--- src/rtl/map_pixel_gen_pkg.sv ---
// Shared display definitions: tile encoding, palette, XVGA timing constants.
package map_pixel_gen_pkg;

  typedef enum logic [1:0] {
    SKY  = 2'd0,
    ROCK = 2'd1,
    HOLD = 2'd2,
    GOAL = 2'd3
  } tile_t;

  localparam logic [23:0] COL_SKY  = 24'h87ceeb;
  localparam logic [23:0] COL_ROCK = 24'h6b4f2a;
  localparam logic [23:0] COL_HOLD = 24'hc0c0c0;
  localparam logic [23:0] COL_GOAL = 24'hffd700;
  localparam logic [23:0] COL_GRID = 24'hffffff;

  localparam int unsigned XVGA_H_ACTIVE = 1024;
  localparam int unsigned XVGA_V_ACTIVE = 768;
  localparam int unsigned XVGA_H_TOTAL  = 1344;
  localparam int unsigned XVGA_V_TOTAL  = 806;

  function automatic logic [23:0] palette(input tile_t t);
    case (t)
      SKY:     palette = COL_SKY;
      ROCK:    palette = COL_ROCK;
      HOLD:    palette = COL_HOLD;
      GOAL:    palette = COL_GOAL;
      default: palette = COL_SKY;
    endcase
  endfunction

endpackage

--- src/rtl/map_pixel_gen_delay_line.sv ---
// Fixed-depth shift register with a configurable reset pattern.
module delay_line #(
  parameter int unsigned WIDTH = 1,
  parameter int unsigned DEPTH = 1,
  parameter logic [WIDTH-1:0] RESET_VAL = '0
) (
  input  logic             clk,
  input  logic             rst,
  input  logic [WIDTH-1:0] din,
  output logic [WIDTH-1:0] dout
);

  logic [WIDTH-1:0] pipe [DEPTH];

  always_ff @(posedge clk or posedge rst) begin
    if (rst) begin
      for (int unsigned i = 0; i < DEPTH; i++) pipe[i] <= RESET_VAL;
    end else begin
      pipe[0] <= din;
      for (int unsigned i = 1; i < DEPTH; i++) pipe[i] <= pipe[i-1];
    end
  end

  assign dout = pipe[DEPTH-1];

endmodule

--- src/rtl/map_pixel_gen.sv ---
// Tile-map pixel generator: scroll-offset world lookup, map BRAM fetch, palette output.
module map_pixel_gen
  import map_pixel_gen_pkg::*;
#(
  parameter int unsigned TILE_LOG2  = 5,
  parameter int unsigned MAP_W_LOG2 = 6,
  parameter int unsigned MAP_H      = 256,
  parameter int unsigned ADDR_W     = 14,
  parameter int unsigned ROM_LAT    = 2
) (
  input  logic              vclock,
  input  logic              reset,
  input  logic [10:0]       hcount,
  input  logic [9:0]        vcount,
  input  logic              hsync,
  input  logic              vsync,
  input  logic              blank,
  input  logic [11:0]       screenx,
  input  logic [12:0]       screeny,
  input  logic              grid_en,
  output logic [ADDR_W-1:0] map_addr,
  input  logic [1:0]        map_data,
  output logic [23:0]       pixel,
  output logic              hsync_out,
  output logic              vsync_out,
  output logic              blank_out
);

  localparam int unsigned WX_W = 13;
  localparam int unsigned WY_W = 14;
  localparam int unsigned TY_W = ADDR_W - MAP_W_LOG2;

  logic            vsync_q;
  logic [11:0]     sx;
  logic [12:0]     sy;
  logic [WX_W-1:0] wx;
  logic [WY_W-1:0] wy;
  logic            oob;
  logic            on_grid;

  // Scroll is frozen for the frame; it only moves on a falling vsync.
  always_ff @(posedge vclock or posedge reset) begin
    if (reset) begin
      vsync_q <= 1'b1;
      sx      <= '0;
      sy      <= '0;
    end else begin
      vsync_q <= vsync;
      if (vsync_q && !vsync) begin
        sx <= screenx;
        sy <= screeny;
      end
    end
  end

  always_comb begin
    wx      = {sx[11], sx} + {2'b00, hcount};
    wy      = {sy[12], sy} + {4'b0000, vcount};
    oob     = wx[WX_W-1] | wy[WY_W-1]
            | ((wx >> TILE_LOG2) >= WX_W'(2 ** MAP_W_LOG2))
            | ((wy >> TILE_LOG2) >= WY_W'(MAP_H));
    on_grid = (wx[TILE_LOG2-1:0] == '0) | (wy[TILE_LOG2-1:0] == '0);
  end

  always_ff @(posedge vclock or posedge reset) begin
    if (reset) begin
      map_addr <= '0;
    end else if (!oob) begin
      map_addr <= {wy[TILE_LOG2 +: TY_W], wx[TILE_LOG2 +: MAP_W_LOG2]};
    end
  end

  // Flags and syncs ride alongside the address register plus the BRAM read.
  logic [4:0] dl_out;
  logic       d_oob, d_grid, d_hs, d_vs, d_blank;

  delay_line #(
    .WIDTH(5),
    .DEPTH(1 + ROM_LAT),
    .RESET_VAL(5'b00111)
  ) u_flags (
    .clk (vclock),
    .rst (reset),
    .din ({oob, on_grid, hsync, vsync, blank}),
    .dout(dl_out)
  );

  assign {d_oob, d_grid, d_hs, d_vs, d_blank} = dl_out;

  tile_t       tile;
  logic [23:0] colour;

  always_comb begin
    tile   = d_oob ? SKY : tile_t'(map_data);
    colour = palette(tile);
    if (grid_en && d_grid && !d_oob) colour = COL_GRID;
    if (d_blank) colour = '0;
  end

  always_ff @(posedge vclock or posedge reset) begin
    if (reset) begin
      pixel     <= '0;
      hsync_out <= 1'b1;
      vsync_out <= 1'b1;
      blank_out <= 1'b1;
    end else begin
      pixel     <= colour;
      hsync_out <= d_hs;
      vsync_out <= d_vs;
      blank_out <= d_blank;
    end
  end

endmodule

--- config.mk ---
export PLATFORM = sky130hd
export DESIGN_NAME = map_pixel_gen
export DESIGN_NICKNAME = d
export VERILOG_FILES = /design/src/rtl/map_pixel_gen_pkg.sv /design/src/rtl/map_pixel_gen_delay_line.sv /design/src/rtl/map_pixel_gen.sv
export SDC_FILE = /design/constraint.sdc
export NUM_CORES = 1
export LEC_CHECK = 0
export ABC_AREA = 1
export BUFFER_PORTS_ARGS = -buffer_cell sky130_fd_sc_hd__buf_2
export CAP_MARGIN = 20
export CORE_AREA = 2 2 104 106
export DETAILED_ROUTE_END_ITERATION = 6
export DIE_AREA = 0 0 106 108
export SLEW_MARGIN = 20
export SYNTH_ARGS = -nofsm -noshare
export SYNTH_HDL_FRONTEND = slang
export SYNTH_SLANG_ARGS = --single-unit
--- constraint.sdc ---
create_clock -name vclock -period 3.9 [get_ports vclock]
set_input_delay 0.39 -clock vclock [delete_from_list [all_inputs] [get_ports vclock]]
set_output_delay 0.39 -clock vclock [all_outputs]
set_load 0.1 [all_outputs]
Word level (Yosys, flattened, before mapping)

Cells that the tools add are included.
W data, S select, Z words.

Equal/unequal tests: 3
Order comparisons: 2
Muxes and demuxes: 4
Add/sub/neg operators: 2
Reduce and logical (&&, ||, !) cells: 8
Bitwise gates (word level): 4

Operators with widths:

| operator             | count |
|---|---|
| $pmux W24 S4         | 1 |
| $mux W24             | 2 |
| $add A13 B11 Y14     | 1 |
| $add A12 B12 Y13     | 1 |
| $logic_not A5 Y1     | 2 |
| $ge A9 B9 Y1 const B | 1 |
| $ge A8 B7 Y1 const B | 1 |
| $eq A2 B2 Y1 const B | 2 |
| $or A1 B1 Y1         | 4 |
| $logic_and A1 B1 Y1  | 3 |
| $eq A2 B1 Y1 const B | 1 |
| $logic_not A1 Y1     | 2 |
| $logic_not A2 Y1     | 1 |
| $mux W2              | 1 |

Output and inout bits: 41
Flip-flop bits (word level): 82

Logic depth before layout (Yosys ltp)

Depth in word-level cells: 5
Depth in mapped cells: 14

Hierarchy

Synthesis repeated with hierarchy kept, for this count alone.

Cell total of the unflattened synthesis: 491
Area, all modules: 4041.4 um2

By module, submodules not included:

| module        | area each (um2) | cells each | instances |
|---|---|---|---|
| map_pixel_gen | 3613.5          | 470        | 1 |
| delay_line    | 427.9           | 21         | 1 |

Worst setup path before layout

Ideal clock, no wire load.

Kind: input to register
Start point: input port hcount[0]
End point: register map_addr[0]
Path slack: 1.932 ns
Stages on the path: 12
Data required time: 3.778 ns
Library setup time: 0.122 ns
Arrival time: 1.846 ns
Path buffers: 1
Cell sequence: ha_1 -> inv_1 -> fa_1 -> inv_1 -> nand3_1 -> nand2_1 -> nand3_1 -> nand4_1 -> nand3_4 -> buf_6 -> nand2_1 -> nand2_1

Longest elaborated chain between the ends: 4
Elaborated cells between the ends (all ways): 5

Ends and longest elaborated chain:

| element                                      | RTL line                                 | text |
|---|---|---|
| start, declared                              | map_pixel_gen.sv:13                      | `input logic [10:0] hcount,` |
| $add A12 B12 Y13 *                           | map_pixel_gen.sv:57                      | `wx = {sx[11], sx} + {2'b00, hcount};` |
| $ge A8 B7 Y1 or $or A1 B1 Y1 (tied branches) | map_pixel_gen.sv:60, map_pixel_gen.sv:59 |  |
| $or A1 B1 Y1 *                               | map_pixel_gen.sv:60                      | `\| ((wx >> TILE_LOG2) >= WX_W'(2 ** MAP_W_LOG2))` |
| $or A1 B1 Y1 *                               | map_pixel_gen.sv:61                      | `\| ((wy >> TILE_LOG2) >= WY_W'(MAP_H));` |
| net oob                                      | map_pixel_gen.sv:38                      | `logic oob;` |
| end signal, assigned                         | map_pixel_gen.sv:69                      | `map_addr <= {wy[TILE_LOG2 +: TY_W], wx[TILE_LOG2 +: MAP_W_LOG2]};` |
| end, declared                                | map_pixel_gen.sv:21                      | `output logic [ADDR_W-1:0] map_addr,` |

Mark *: on every way through the listed nets, which the timed path passes. The rest lies on a longest branch.
A chain may end at the register's enable or synchronous reset.

Worst setup path after layout

Start point: register sx[0]
End point: register map_addr[1]

Longest elaborated chain between the ends: 4
Elaborated cells between the ends (all ways): 5

Ends and longest elaborated chain:

| element                                      | RTL line                                 | text |
|---|---|---|
| start, declared                              | map_pixel_gen.sv:34                      | `logic [11:0] sx;` |
| start signal, assigned                       | map_pixel_gen.sv:50                      | `sx <= screenx;` |
| $add A12 B12 Y13 *                           | map_pixel_gen.sv:57                      |  |
| $ge A8 B7 Y1 or $or A1 B1 Y1 (tied branches) | map_pixel_gen.sv:60, map_pixel_gen.sv:59 |  |
| $or A1 B1 Y1                                 | map_pixel_gen.sv:60                      |  |
| $or A1 B1 Y1                                 | map_pixel_gen.sv:61                      |  |

Mark *: on every way between the ends. The rest lies on a longest branch, timed or not.

==> summary.txt <==
Outcome: complete, no violations
Vias: 3,276
Slew @ Worst Pin: 905.0 ps
Core ar.: 0.01023 mm^2
Distinct cells, synth: 29
Chip width: 106 um
Global-route wire length before repair: 14,640 um
Starting Density: 0.3887
DRC: 0
Via density per instance: 4.640
Initial antenna violation count: 0
CTS Buffer Depth: 2
Max Slew Vio Count: 0
Max_slew headroom: 0.3952
Layout cells sized above 1: 0.2789
DRT Wirelength: 8448 um
H-tree depth: 3
Tot Pwr: 2827 uW
Synthesis Warnings: 0
Total GRT Usage: 0.1613
Drt pass-1 iters: 4
Post-synthesis area per instance: 8.301 um^2
# setup viols final: 0
Final Hold Fails: 0
Peak VDD IR: 0.3433 mV
Power density cells: 607.0 mW/mm^2
Die Y: 108 um
PortBufs: 94
CTS root buf: clkbuf_8
Min-delay worst type: primary input to flop
Fin area: 0.004658 mm^2
CTS clk-pin slew, worst paths: 80 ps
Post-DRT Antenna Nets: 0
Setup Fix Bufs, Post-CTS: 0
Setup Skew: 10.82 ps
Placed cell area: 0.004484 mm^2
CTS tree: done
Gr ovfl total: 0
Area growth from synthesis to layout: 17.15%
Clock latency on the worst-skew pair: 350 ps
Placer Congestion: 0.8799
CTS Hold Bufs: 0
Leak pwr: 0.002612 uW
Critical path peak fanout: 15
Final core utilization: 0.4553
Part of the Yosys area used for sequential elements: 0.4317
Yosys reg bits: 68
Max cap viols: 0
WL/cell: 11.97 um
Num Clock Sinks: 68
Synth Instances: 479
Antenna diodes: 0
Gates resized, CTS repair: 0
Clock period minus worst slack: 2364 ps
Number of I/O pins: 95
Rows: 37
Crit path DAT: 2600 ps
Crit share post-route: 0.6062
Total CTS buffers: 9
Synthesized net count: 560
Post-DP HPWL: 6633 um
Crit start category: flop
Final nets: 646
Class of the most critical setup path: flop to flop
DR iter-0 viols: 168
Synthesized area: 0.003976 mm^2
Setup TNS: 0 ps
Number of global-route vias before repair: 3,200
Pin count of the biggest net entering global routing: 52
RSZ-0062 raised after global routing: no
Element type at the critical path end: flop
Max Fclk: 423.0 MHz
DIE AREA: 0.01145 mm^2
CP Data Required Time: 4130 ps
-- placed cells by master, fill, tap and decap left out, drive strengths merged --
master  count
and2        1
nand3b      3
ha         25
o21ai       1
nand2     153
mux2       19
o21a        1
clkinv      5
xor2        6
nor2       27
nand3      32
dfstp      12
nor3        3
inv        69
buf        96
dfrtp      56
clkbuf      9
a21oi      27
o211ai      1
o21bai      1
nand4      20
fa          2
xnor2       1
-- kinds of logic after synthesis --
| logic type | Yosys count | synth area share |
|---|---|---|
| AO/OA/AOI/OAI | 31 | 0.04091 |
| multiplexers | 19 | 0.05381 |
| XOR/XNOR | 7 | 0.01542 |
| buffers and inverters | 88 | 0.1004 |
| AND/OR/NAND/NOR | 239 | 0.2690 |
| flip-flops | 68 | 0.4317 |
| adder cells (fa/ha/maj) | 27 | 0.08874 |
-- worst max-delay path, cell delays in order (launching register included) --
cell	delay, ps
dfrtp_1	350
ha_1	190
inv_1	60
fa_1	410
inv_1	100
nand3_1	70
nand2_1	150
nand3_1	100
nand4_1	400
nand3_4	250
nand2_1	120
nand2_1	50
-- final timing paths --
kind	from	slack, ps	cells after the start	end
setup / recovery	sx[0]	1540	11	map_addr[1]
hold / removal	hsync	130	1	u_flags.pipe[12]
setup reg to reg	sx[0]	1540	11	map_addr[1]
hold reg to reg	u_flags.pipe[9]	360	0	u_flags.dout[4]
max in group asynchronous	reset	2910	3	u_flags.pipe[11]
min in group asynchronous	reset	180	2	pixel[13]
-- layout make-up --
cell class	instances	area, um^2
fill	1044	5573
clock buffer	9	123.9
timing repair buffer	96	485.5
sequential	68	1717
multi-input combinational	323	1861
clock inverter	7	48.80
tap	136	170.2
inverter	67	252.7
-- sequential cells by signal (all words and copies together) (netlist names) --
name and count:
u_flags.pipe 10, vsync_out 1, pixel 11, blank_out 1, sy 13, hsync_out 1, map_addr 14, sx 12
u_flags.dout 5
-- per-stage QoR --
step,hold slack (ps),std cells,setup slack [ps]
2_1_floorplan,331.2,479,1818
5_1_grt,113.1,706,1239
4_1_cts,112.9,706,1515
3_3_place_gp,332.5,690,1480
3_5_place_dp,340.2,690,1392
6_report,135.0,706,1536
-- cells in the mapped netlist (all sizes together) --
| library cell | n | area, um^2 |
|---|---|---|
| a21oi | 27 | 135.1 |
| and2 | 1 | 6.260 |
| buf | 18 | 136.4 |
| clkbuf | 3 | 11.26 |
| dfrtp | 56 | 1401 |
| dfstp | 12 | 315.3 |
| fa | 2 | 40.04 |
| ha | 25 | 312.8 |
| inv | 67 | 251.5 |
| mux2 | 19 | 214.0 |
| nand2 | 153 | 586.8 |
| nand3 | 32 | 202.7 |
| nand3b | 3 | 22.52 |
| nand4 | 20 | 125.1 |
| nor2 | 27 | 106.4 |
| nor3 | 3 | 20.02 |
| o211ai | 1 | 7.510 |
| o21a | 1 | 7.510 |
| o21ai | 1 | 5.000 |
| o21bai | 1 | 7.510 |
| xnor2 | 1 | 8.760 |
| xor2 | 6 | 52.55 |
-- where the power goes --
group	leakage, uW	internal [uW]	switching, uW
Combinational	0.00172	296	1090
Sequential	0.000796	841	68.6
Clock	0.0000942	234	302
-- routing by layer --
layer / global-route usage / wire (um)
met1: 0.2154 / 4073
met2: 0.2604 / 3818
met3: 0.02411 / 410
met4: 0.07425 / 146
met5: 0 / 0
(Power assumes the default switching activity.)
